<file path="config.mk">
export PLATFORM = sky130hd
export DESIGN_NAME = pipe_stall_ctrl_flat
export DESIGN_NICKNAME = d
export VERILOG_FILES = /design/src/rtl/pipe_stall_ctrl_pkg.sv /design/src/rtl/pipe_stall_ctrl_if.sv /design/src/rtl/pipe_stall_ctrl_load_use_detect.sv /design/src/rtl/pipe_stall_ctrl.sv /design/src/flat_wrapper.sv
export SDC_FILE = /design/constraint.sdc
export NUM_CORES = 1
export LEC_CHECK = 0
export ABC_CLOCK_PERIOD_IN_PS = 1900
export BUFFER_PORTS_ARGS = -buffer_cell sky130_fd_sc_hd__buf_4
export CAP_MARGIN = 20
export CORE_UTILIZATION = 38
export CTS_BUF_LIST = sky130_fd_sc_hd__clkbuf_4 sky130_fd_sc_hd__clkbuf_8 sky130_fd_sc_hd__clkbuf_16
export CTS_CLUSTER_SIZE = 14
export DETAILED_ROUTE_END_ITERATION = 6
export PLACE_DENSITY = 0.92
export SYNTH_ARGS = -nofsm -noshare
export SYNTH_HDL_FRONTEND = slang
export SYNTH_SLANG_ARGS = --single-unit
</file>
<file path="constraint.sdc">
create_clock -name clock -period 1.9 [get_ports clock]
set_input_delay 0.095 -clock clock [delete_from_list [all_inputs] [get_ports clock]]
set_output_delay 0.095 -clock clock [all_outputs]
set_load 0.05 [all_outputs]
</file>
<file path="src/rtl/pipe_stall_ctrl_pkg.sv">
// Shared decode constants, FSM encoding and control-bundle type for the
// pipeline hazard / sequencing controller.
package pipe_stall_ctrl_pkg;

  // Instruction field bit positions
  localparam int OPC_HI = 31;
  localparam int OPC_LO = 27;
  localparam int RD_HI  = 26;
  localparam int RD_LO  = 22;
  localparam int RS_HI  = 21;
  localparam int RS_LO  = 17;
  localparam int RT_HI  = 16;
  localparam int RT_LO  = 12;
  localparam int ALU_HI = 6;
  localparam int ALU_LO = 2;

  // Opcodes
  localparam logic [4:0] OPC_RTYPE = 5'b00000;
  localparam logic [4:0] OPC_BNE   = 5'b00010;
  localparam logic [4:0] OPC_JR    = 5'b00100;
  localparam logic [4:0] OPC_ADDI  = 5'b00101;
  localparam logic [4:0] OPC_BLT   = 5'b00110;
  localparam logic [4:0] OPC_SW    = 5'b00111;
  localparam logic [4:0] OPC_LW    = 5'b01000;
  localparam logic [4:0] OPC_BEX   = 5'b10110;

  // R-type aluop values handled by the multi-cycle unit
  localparam logic [4:0] ALU_MUL = 5'b00110;
  localparam logic [4:0] ALU_DIV = 5'b00111;

  // bex implicitly reads the status register
  localparam logic [4:0] REG_STATUS = 5'd30;

  typedef enum logic [1:0] {
    MD_IDLE  = 2'd0,
    MD_START = 2'd1,
    MD_BUSY  = 2'd2,
    MD_DONE  = 2'd3
  } md_state_e;

  // Everything the controller drives into the pipeline, in one bundle
  typedef struct packed {
    logic pc_en;
    logic fd_en;
    logic dx_en;
    logic xm_en;
    logic mw_en;
    logic fd_flush;
    logic dx_flush;
    logic xm_flush;
    logic md_start;
    logic md_is_div;
    logic md_excep;
  } ctrl_t;

  // Free-running pipeline: every latch loads, nothing flushed
  localparam ctrl_t CTRL_RUN    = ctrl_t'(11'b11111_000_000);
  // Front end held, X/M fed bubbles while mult/div occupies D/X
  localparam ctrl_t CTRL_FREEZE = ctrl_t'(11'b00011_001_000);

  // True when the instruction is an R-type mul or div
  function automatic logic is_md_op(input logic [31:0] inst);
    return (inst[OPC_HI:OPC_LO] == OPC_RTYPE) &&
           ((inst[ALU_HI:ALU_LO] == ALU_MUL) || (inst[ALU_HI:ALU_LO] == ALU_DIV));
  endfunction

endpackage

</file>
<file path="src/rtl/pipe_stall_ctrl_if.sv">
// Bundle of pipeline-side signals seen by the stall controller.
//
// Signalling: all pipeline controls are levels valid for the current cycle.
// md_start is a single-cycle pulse qualified by md_is_div; md_ready is a
// level from the mult/div unit, only sampled while the controller is
// waiting on it, and md_exception is valid only while md_ready is high.
interface pipe_stall_ctrl_if;
  import pipe_stall_ctrl_pkg::*;

  logic [31:0] fd_inst;
  logic [31:0] dx_inst;
  logic        branch_taken_x;
  logic        md_ready;
  logic        md_exception;

  logic        pc_en;
  logic        fd_en;
  logic        dx_en;
  logic        xm_en;
  logic        mw_en;
  logic        fd_flush;
  logic        dx_flush;
  logic        xm_flush;
  logic        md_start;
  logic        md_is_div;
  logic        md_excep;
  md_state_e   md_state;

  // Controller side
  modport master (
    input  fd_inst, dx_inst, branch_taken_x, md_ready, md_exception,
    output pc_en, fd_en, dx_en, xm_en, mw_en, fd_flush, dx_flush, xm_flush,
           md_start, md_is_div, md_excep, md_state
  );

  // Pipeline / mult-div side
  modport slave (
    output fd_inst, dx_inst, branch_taken_x, md_ready, md_exception,
    input  pc_en, fd_en, dx_en, xm_en, mw_en, fd_flush, dx_flush, xm_flush,
           md_start, md_is_div, md_excep, md_state
  );
endinterface

</file>
<file path="src/rtl/pipe_stall_ctrl_load_use_detect.sv">
// Load-use hazard detector: decodes which registers the F/D instruction
// reads and flags a match against the destination of a load sitting in D/X.
module pipe_stall_ctrl_load_use_detect
  import pipe_stall_ctrl_pkg::*;
(
  input  logic [31:0] fd_inst,
  input  logic [31:0] dx_inst,
  output logic        hazard
);

  logic [4:0] fd_op, fd_rd, fd_rs, fd_rt;
  logic [4:0] dx_op, dx_rd;
  logic       use_rs, use_rt, use_rd, use_status;
  logic       unused_bits;

  assign fd_op = fd_inst[OPC_HI:OPC_LO];
  assign fd_rd = fd_inst[RD_HI:RD_LO];
  assign fd_rs = fd_inst[RS_HI:RS_LO];
  assign fd_rt = fd_inst[RT_HI:RT_LO];
  assign dx_op = dx_inst[OPC_HI:OPC_LO];
  assign dx_rd = dx_inst[RD_HI:RD_LO];

  // Fields below the register specifiers are not needed for this decode
  assign unused_bits = ^{fd_inst[RT_LO-1:0], dx_inst[RS_HI:0]};

  // Register-read decode of the F/D instruction
  always_comb begin
    use_rs     = 1'b0;
    use_rt     = 1'b0;
    use_rd     = 1'b0;
    use_status = 1'b0;
    case (fd_op)
      OPC_RTYPE: begin
        use_rs = 1'b1;
        use_rt = 1'b1;
      end
      OPC_ADDI, OPC_LW: use_rs = 1'b1;
      OPC_SW, OPC_BNE, OPC_BLT: begin
        use_rd = 1'b1;
        use_rs = 1'b1;
      end
      OPC_JR:  use_rd     = 1'b1;
      OPC_BEX: use_status = 1'b1;
      default: ;
    endcase
  end

  // A load to r0 never creates a dependency
  assign hazard = (dx_op == OPC_LW) && (dx_rd != 5'd0) &&
                  ((use_rs     && (fd_rs == dx_rd)) ||
                   (use_rt     && (fd_rt == dx_rd)) ||
                   (use_rd     && (fd_rd == dx_rd)) ||
                   (use_status && (REG_STATUS == dx_rd)));

endmodule

</file>
<file path="src/rtl/pipe_stall_ctrl.sv">
// Hazard and sequencing controller for the five-stage pipeline: load-use
// stalls, taken-branch flushes and mult/div start/wait/release with timeout.
module pipe_stall_ctrl
  import pipe_stall_ctrl_pkg::*;
#(
  parameter int MD_TIMEOUT = 40,
  parameter int OP_W       = 5
) (
  input  logic                  clock,
  input  logic                  reset,
  pipe_stall_ctrl_if.master     bus
);

  localparam int CNT_W = $clog2(MD_TIMEOUT + 1);

  md_state_e        state_q, state_d;
  logic [CNT_W-1:0] cnt_q, cnt_d;
  logic             tflag_q, tflag_d;
  logic [OP_W-1:0]  dx_aluop;
  logic             dx_is_md;
  logic             lu_hazard;
  ctrl_t            ctrl;

  assign dx_aluop = bus.dx_inst[ALU_LO+OP_W-1:ALU_LO];
  assign dx_is_md = is_md_op(bus.dx_inst);

  pipe_stall_ctrl_load_use_detect u_load_use (
    .fd_inst (bus.fd_inst),
    .dx_inst (bus.dx_inst),
    .hazard  (lu_hazard)
  );

  // FSM state, BUSY cycle counter and timeout flag
  always_ff @(posedge clock or posedge reset) begin
    if (reset) begin
      state_q <= MD_IDLE;
      cnt_q   <= '0;
      tflag_q <= 1'b0;
    end else begin
      state_q <= state_d;
      cnt_q   <= cnt_d;
      tflag_q <= tflag_d;
    end
  end

  // Next state and pipeline controls; mult/div beats branch beats load-use
  always_comb begin
    state_d = state_q;
    cnt_d   = cnt_q;
    tflag_d = tflag_q;
    ctrl    = CTRL_RUN;
    case (state_q)
      MD_IDLE: begin
        if (dx_is_md) begin
          state_d = MD_START;
          ctrl    = CTRL_FREEZE;
        end else if (bus.branch_taken_x) begin
          ctrl.fd_flush = 1'b1;
          ctrl.dx_flush = 1'b1;
        end else if (lu_hazard) begin
          ctrl.pc_en    = 1'b0;
          ctrl.fd_en    = 1'b0;
          ctrl.dx_flush = 1'b1;
        end
      end
      MD_START: begin
        ctrl           = CTRL_FREEZE;
        ctrl.md_start  = 1'b1;
        ctrl.md_is_div = dx_aluop[0];
        cnt_d          = '0;
        tflag_d        = 1'b0;
        state_d        = MD_BUSY;
      end
      MD_BUSY: begin
        ctrl  = CTRL_FREEZE;
        cnt_d = cnt_q + 1'b1;
        if (bus.md_ready) begin
          state_d = MD_DONE;
        end else if (cnt_q == CNT_W'(MD_TIMEOUT - 1)) begin
          state_d = MD_DONE;
          tflag_d = 1'b1;
        end
      end
      MD_DONE: begin
        ctrl.md_excep = bus.md_exception | tflag_q;
        tflag_d       = 1'b0;
        state_d       = MD_IDLE;
      end
      default: state_d = MD_IDLE;
    endcase
    // While reset is held the pipeline sees quiet defaults regardless of inputs
    if (reset) ctrl = CTRL_RUN;
  end

  assign bus.pc_en     = ctrl.pc_en;
  assign bus.fd_en     = ctrl.fd_en;
  assign bus.dx_en     = ctrl.dx_en;
  assign bus.xm_en     = ctrl.xm_en;
  assign bus.mw_en     = ctrl.mw_en;
  assign bus.fd_flush  = ctrl.fd_flush;
  assign bus.dx_flush  = ctrl.dx_flush;
  assign bus.xm_flush  = ctrl.xm_flush;
  assign bus.md_start  = ctrl.md_start;
  assign bus.md_is_div = ctrl.md_is_div;
  assign bus.md_excep  = ctrl.md_excep;
  assign bus.md_state  = state_q;

endmodule
</file>
<file path="src/flat_wrapper.sv">
// flat-port wrapper written by rule: the top's interface ports become plain ports
module pipe_stall_ctrl_flat import pipe_stall_ctrl_pkg::*;
#(
  parameter int MD_TIMEOUT = 40,
  parameter int OP_W       = 5
)
  (clock, reset, bus_fd_inst, bus_dx_inst, bus_branch_taken_x, bus_md_ready, bus_md_exception, bus_pc_en, bus_fd_en, bus_dx_en, bus_xm_en, bus_mw_en, bus_fd_flush, bus_dx_flush, bus_xm_flush, bus_md_start, bus_md_is_div, bus_md_excep, bus_md_state);
  pipe_stall_ctrl_if bus_i ();
  input  logic clock;
  input  logic reset;
  input wire logic [$bits(bus_i.fd_inst)-1:0] bus_fd_inst;
  input wire logic [$bits(bus_i.dx_inst)-1:0] bus_dx_inst;
  input wire logic [$bits(bus_i.branch_taken_x)-1:0] bus_branch_taken_x;
  input wire logic [$bits(bus_i.md_ready)-1:0] bus_md_ready;
  input wire logic [$bits(bus_i.md_exception)-1:0] bus_md_exception;
  output wire logic [$bits(bus_i.pc_en)-1:0] bus_pc_en;
  output wire logic [$bits(bus_i.fd_en)-1:0] bus_fd_en;
  output wire logic [$bits(bus_i.dx_en)-1:0] bus_dx_en;
  output wire logic [$bits(bus_i.xm_en)-1:0] bus_xm_en;
  output wire logic [$bits(bus_i.mw_en)-1:0] bus_mw_en;
  output wire logic [$bits(bus_i.fd_flush)-1:0] bus_fd_flush;
  output wire logic [$bits(bus_i.dx_flush)-1:0] bus_dx_flush;
  output wire logic [$bits(bus_i.xm_flush)-1:0] bus_xm_flush;
  output wire logic [$bits(bus_i.md_start)-1:0] bus_md_start;
  output wire logic [$bits(bus_i.md_is_div)-1:0] bus_md_is_div;
  output wire logic [$bits(bus_i.md_excep)-1:0] bus_md_excep;
  output wire logic [$bits(bus_i.md_state)-1:0] bus_md_state;
  assign bus_i.fd_inst = bus_fd_inst;
  assign bus_i.dx_inst = bus_dx_inst;
  assign bus_i.branch_taken_x = bus_branch_taken_x;
  assign bus_i.md_ready = bus_md_ready;
  assign bus_i.md_exception = bus_md_exception;
  assign bus_pc_en = bus_i.pc_en;
  assign bus_fd_en = bus_i.fd_en;
  assign bus_dx_en = bus_i.dx_en;
  assign bus_xm_en = bus_i.xm_en;
  assign bus_mw_en = bus_i.mw_en;
  assign bus_fd_flush = bus_i.fd_flush;
  assign bus_dx_flush = bus_i.dx_flush;
  assign bus_xm_flush = bus_i.xm_flush;
  assign bus_md_start = bus_i.md_start;
  assign bus_md_is_div = bus_i.md_is_div;
  assign bus_md_excep = bus_i.md_excep;
  assign bus_md_state = bus_i.md_state;
  pipe_stall_ctrl #(.MD_TIMEOUT(MD_TIMEOUT), .OP_W(OP_W)) u_core (.clock(clock), .reset(reset), .bus(bus_i));
endmodule
</file>
* After elaboration in Yosys (flattened, before gate mapping)
Index checks and enable logic that the tools add are counted.
** Word-level totals
- Output and inout port bits :: 13
- Input bits :: 69
- Word-level logic and storage cells :: 74
- Register bits :: 9
** Cells by class
- Multiplexer cells :: 24
- Reductions and logical operators :: 23
- Bitwise operators :: 1
- Add/subtract/negate cells :: 1
- Equality and inequality tests :: 22
** Operator list (number)
- 5-bit by 3-bit == test with 1-bit output (second input constant) :: 6
- 10-bit one-hot mux with 3 select lines :: 1
- 5-bit == test :: 3
- 2-bit two-way mux :: 7
- 6-bit one-hot mux with 2 select lines :: 1
- 11-bit two-way mux :: 1
- 5-bit by 4-bit == test with 1-bit output (second input constant) :: 2
- 5-bit logical NOT :: 2
- 1-bit two-way mux :: 9
- 2-bit one-hot mux with 4 select lines :: 1
- 1-bit logical AND :: 7
- 6-bit by 1-bit adder with 6-bit output (second input constant) :: 1
- 6-bit == test (second input constant) :: 1
- 6-bit OR reduction :: 1
- 5-bit by 2-bit == test with 1-bit output (second input constant) :: 1
- 5-bit == test (first input constant) :: 1
- 5-bit == test (second input constant) :: 1
- 5-bit nonzero test :: 1
- 2-bit == test (second input constant) :: 2
- 1-bit logical OR :: 4
- 4-bit two-way mux :: 1
- 2-bit by 1-bit != test with 1-bit output (second input constant) :: 2
- 2-bit nonzero test :: 2
- 2-bit OR reduction :: 2
- 11 further kinds :: 11

* Longest topological paths before layout
- Depth after elaboration :: 13
- Gate-level depth with buffers :: 7
- Gate-level depth less buffers :: 6

* By module
A second synthesis with hierarchy kept.
** Unflattened totals
- Cells, all modules :: 114
- Area total of the unflattened synthesis :: 963.4 sq um
** Modules (own cells, without submodules)
- pipe_stall_ctrl :: cells an instance 75, area an instance 669.4 sq um, sequential area each 225.2 sq um, times used 1
- pipe_stall_ctrl_load_use_detect :: cells an instance 39, area an instance 294.0 sq um, sequential area each 0.0 sq um, times used 1

* Worst setup path after synthesis
Ideal clock, no wire load.
- Path type :: flip-flop to output port
- Start :: register u_core.state_q[0], in the netlist u_core.bus.md_state[0]
- End :: output bus_pc_en
- Cell stages (with the launch flop) :: 8
- Arrival :: 3.024 ns
- Path slack :: -1.219 ns
- Required time :: 1.805 ns
- Path buffers :: 2
- Cell sequence :: dfrtp_1 inv_1 ha_1 clkbuf_1 nand2b_1 a21o_1 a21boi_1 buf_4
** On the way
- Word-level cells in the longest chain between the ends :: 3
- Elaborated cells on any way between the ends :: 5
- Classes of those cells :: eq/ne: 2; mux: 2; reduce/logical: 1
** Ends and longest elaborated chain
- start: declaration :: line pipe_stall_ctrl.sv:16 : md_state_e state_q, state_d;
- start signal: assignment :: line pipe_stall_ctrl.sv:40 : state_q <= state_d;
- 2-bit == test (tied with other cells) :: line pipe_stall_ctrl.sv:52 : case (state_q)
- 10-bit one-hot mux with 3 select lines * :: line pipe_stall_ctrl.sv:52
- 11-bit two-way mux * :: line pipe_stall_ctrl.sv:92 : if (reset) ctrl = CTRL_RUN;
- end: declaration :: line flat_wrapper.sv:16 : output wire logic [$bits(bus_i.pc_en)-1:0] bus_pc_en;
Every way passes the cells marked *; elsewhere a longest branch is shown, timed or not.

* Worst setup path after layout
- Start :: register u_core.state_q[1], in the netlist u_core.bus.md_state[1]
- End :: output bus_dx_flush
** On the way
- Word-level cells in the longest chain between the ends :: 3
- Elaborated cells on any way between the ends :: 5
- Classes of those cells :: eq/ne: 2; mux: 2; reduce/logical: 1
** Ends and longest elaborated chain
- 2-bit == test (tied with other cells) :: line pipe_stall_ctrl.sv:52
- 10-bit one-hot mux with 3 select lines * :: line pipe_stall_ctrl.sv:52
- 11-bit two-way mux * :: line pipe_stall_ctrl.sv:92
- end: declaration :: line flat_wrapper.sv:22 : output wire logic [$bits(bus_i.dx_flush)-1:0] bus_dx_flush;
Marked as above.

==> impl_metrics.tcl <==
set metrics [dict create \
    hold-path-endpoint "u_core.tflag_q$_DFFE_PP0P_" \
    worstPathRequired_ps 1800 \
    htreeDepth 1 \
    seqPwrFrac_pct 15.5 \
    vias 1133 \
    fmax_ghz 0.518 \
    min_period_ps 1930 \
    finalHoldViolCount 0 \
    grt_pass1_vias 1143 \
    clock_skew_ps 1.18 \
    gp_congestion 0.854 \
    synthCells 115 \
    end_kind "output port" \
    max_slew_margin_pct 66.1 \
    setup_tns_ps -31.6 \
    placed_area_um2 1390 \
    slew_violations 0 \
    start_util_pct 41.7 \
    syn_area_um2 957 \
    worstReg2RegEnd "u_core.bus.md_state[1]$_DFFE_PP0P_" \
    status "finished with violations" \
    comb_power_share_pct 75.9 \
    die_y_um 52.2 \
    wl_per_cell_um 16.2 \
    swShare_pct 51.1 \
    num_antenna_cells 0 \
    p_switching_uw 962 \
    drt_wl_total_um 3230 \
    cp_slowest_cell "dfrtp_2" \
    worst_slew_pin_slew_ps 502 \
    peakVddDrop_v 0.00161 \
    firstDrtPassIters 4 \
    io_pins 82 \
    hold_depth 4 \
    areaGrowthSynthToFinish_pct 58.7 \
    ys_seq_area_share_pct 23.5 \
    rsz0062_at_grt "yes" \
    r2r_slack_ps 270 \
    cts-root-buf "clkbuf_4" \
    grt_pass1_wl_um 5010 \
    placedCellCount 190 \
    ys_ff_latch 9 \
    final.period_utilization_pct 102 \
    dp_hpwl_um 2340 \
    fin_area_um2 1520 \
    numCtsBuffers 3 \
    arrival_ps 1840 \
    total_power_mw 1.88 \
    ff2ff_path_depth 6 \
    cts.sinks 9 \
    r2r-start "u_core.bus.md_state[0]$_DFFE_PP0P_" \
    vias_per_cell 5.67 \
    portBuffers 50 \
    final_cells 200 \
    path_cells "inv_4 > ha_4 > a21bo_4 > or3_4 > o21ba_4 > buf_8" \
    cts_tree "built" \
    insertion_delay_ps 260 \
    drt_iter0_markers 25 \
    clockBufferDepth 2 \
    path_clk_slew_ps 60 \
    drtAntennaViolNets 0 \
    final_util_pct 66.1 \
    pwr_density_cell_nw_per_um2 1240 \
    violations "setup timing" \
    num_rows 17 \
    ys_types 38 \
    cp-start-kind "flop" \
    setup_violations 1 \
    yosys_warnings 0 \
    fill_cells 163 \
    hold_start "bus_md_ready" \
    drc 0 \
    clkPwrFrac_pct 8.6 \
    antenna_found_initial 0 \
    critPathKind "flop to output port" \
    drive_above_1_share_pct 46.5 \
    layout_setup_ws_ps -31.6 \
    synth_area_per_cell_um2 8.32 \
    coreArea_um2 2300 \
    grt_max_degree 11 \
    nets 248 \
    yosys_most_used_dff "dfrtp_1" \
    globalRouteTotalUtil_pct 25.2 \
    maxCapViolCount 0 \
    slowest_delay_ps 430 \
    async_flop_share_pct 100 \
    die_area_um2 2720 \
    die_w_um 52.2 \
    p_int_uw 922 \
    hp-class "primary input to flop" \
    grt_overflow 0 \
    power.leakage_nw 0.723 \
    synth_edf_count 0 \
    crit_fanout 3 \
]
-- cells in the mapped netlist (2+ instances only) --
master	instances	share of area, %
a21o_1	3	2.4
a21oi_1	3	1.6
buf_4	3	2.4
clkbuf_1	3	1.2
dfrtp_1	9	24
ha_1	6	7.8
inv_1	8	3.1
mux2i_1	3	3.1
nand2_1	8	3.1
nand2b_1	2	1.3
nand3_1	5	2.6
nand4_1	2	1.3
nand4b_1	2	1.8
nor2_1	6	2.4
nor2b_1	2	1.3
nor3_1	5	2.6
nor4_1	3	2.0
o21ai_0	6	3.1
or3_1	2	1.3
xor2_1	16	15
-- sequential cells by signal, indices dropped and copies added, names as in the netlist --
signal	count
u_core.bus.md_state	2
u_core.cnt_q	6
u_core.tflag_q	1
-- stage by stage --
stage          setup WS [ps]  hold WS, ps
4_1_cts                -13.6          221
3_5_place_dp            54.5          146
5_1_grt                -73.5          242
6_report               -31.6          227
3_3_place_gp             119          133
2_1_floorplan           -197        -69.1
-- worst max-delay path by stage --
stage / depth (start not counted) / slack (ps) / endpoint / startpoint
2_1_floorplan: 7 / -200 / bus_pc_en / u_core.bus.md_state[0]$_DFFE_PP0P_
3_3_place_gp: 6 / 120 / bus_dx_flush / u_core.bus.md_state[0]$_DFFE_PP0P_
3_5_place_dp: 6 / 50 / bus_dx_flush / u_core.bus.md_state[0]$_DFFE_PP0P_
4_1_cts: 6 / -10 / bus_dx_flush / u_core.bus.md_state[1]$_DFFE_PP0P_
5_1_grt: 6 / -70 / bus_dx_flush / u_core.bus.md_state[1]$_DFFE_PP0P_
6_report: 6 / -30 / bus_dx_flush / u_core.bus.md_state[1]$_DFFE_PP0P_
-- layout by cell type, fill, tap and decap left out, types with 3 or more instances in the layout --
master	n
nor2_1	5
nor4_1	3
ha_1	4
a21oi_1	3
o21ai_0	6
nor3_1	4
nand3_1	5
xor2_1	16
inv_1	6
nand2_1	8
dfrtp_1	7
mux2i_1	3
buf_4	56
clkbuf_4	4
-- kinds of logic after synthesis --
| kind of cell | after synthesis | share of synthesized area (%) |
|---|---|---|
| AO/OA/AOI/OAI | 22 | 17.4 |
| XOR/XNOR | 16 | 14.6 |
| adder cells (fa/ha/maj) | 7 | 8.89 |
| buffers and inverters | 14 | 6.67 |
| flip-flops | 9 | 23.5 |
| multiplexers | 3 | 3.14 |
| other | 1 | 0.392 |
| AND/OR/NAND/NOR | 43 | 25.4 |
-- routing by layer --
metal,up-vias,track usage [%],part of all wire [%]
met3,13,2.32,9.6
li1,519,-,-
met5,-,0,0
met4,0,11.4,3.3
met1,525,25.4,36
met2,76,50.9,51
-- worst max-delay path, delay by kind of cell (launching register included) --
| family | cells | cell delay, ps |
|---|---|---|
| buf+inv | 2 | 220 |
| fa+ha+maj | 1 | 130 |
| flops | 1 | 430 |
| simple gates | 1 | 340 |
| compound gates | 2 | 450 |
-- power by group through the flow --
| stage | Sequential [mW] | Combinational, mW | Clock [mW] |
|---|---|---|---|
| after CTS | 0.286 | 1.38 | 0.164 |
| after global routing | 0.296 | 1.52 | 0.175 |
| after global placement | 0.291 | 1.14 | 0 |
| after detailed placement | 0.300 | 1.18 | 0 |
| after floorplan | 0.365 | 0.797 | 0 |
| final | 0.292 | 1.43 | 0.163 |
-- cell type report --
| type | count | area, µm² | area share [%] |
|---|---|---|---|
| Sequential cell | 9 | 228 | 15.0 |
| Tap cell | 28 | 35.0 | 2.31 |
| Timing Repair Buffer | 58 | 445 | 29.3 |
| Inverter | 8 | 35.0 | 2.31 |
| Multi-Input combinational cell | 93 | 746 | 49.1 |
| Clock buffer | 4 | 30.0 | 1.98 |
-- repair_timing --
action                                  in CTS  in global routing
hold buffers                                 1                  0
endpoints found under the hold margin        9                  0
setup buffers                                5                  0
resized for setup                           11                  0
pin swaps                                    1                  0
endpoints found under the setup margin       4                  1
Note: power is estimated with default switching activity, not from simulation.
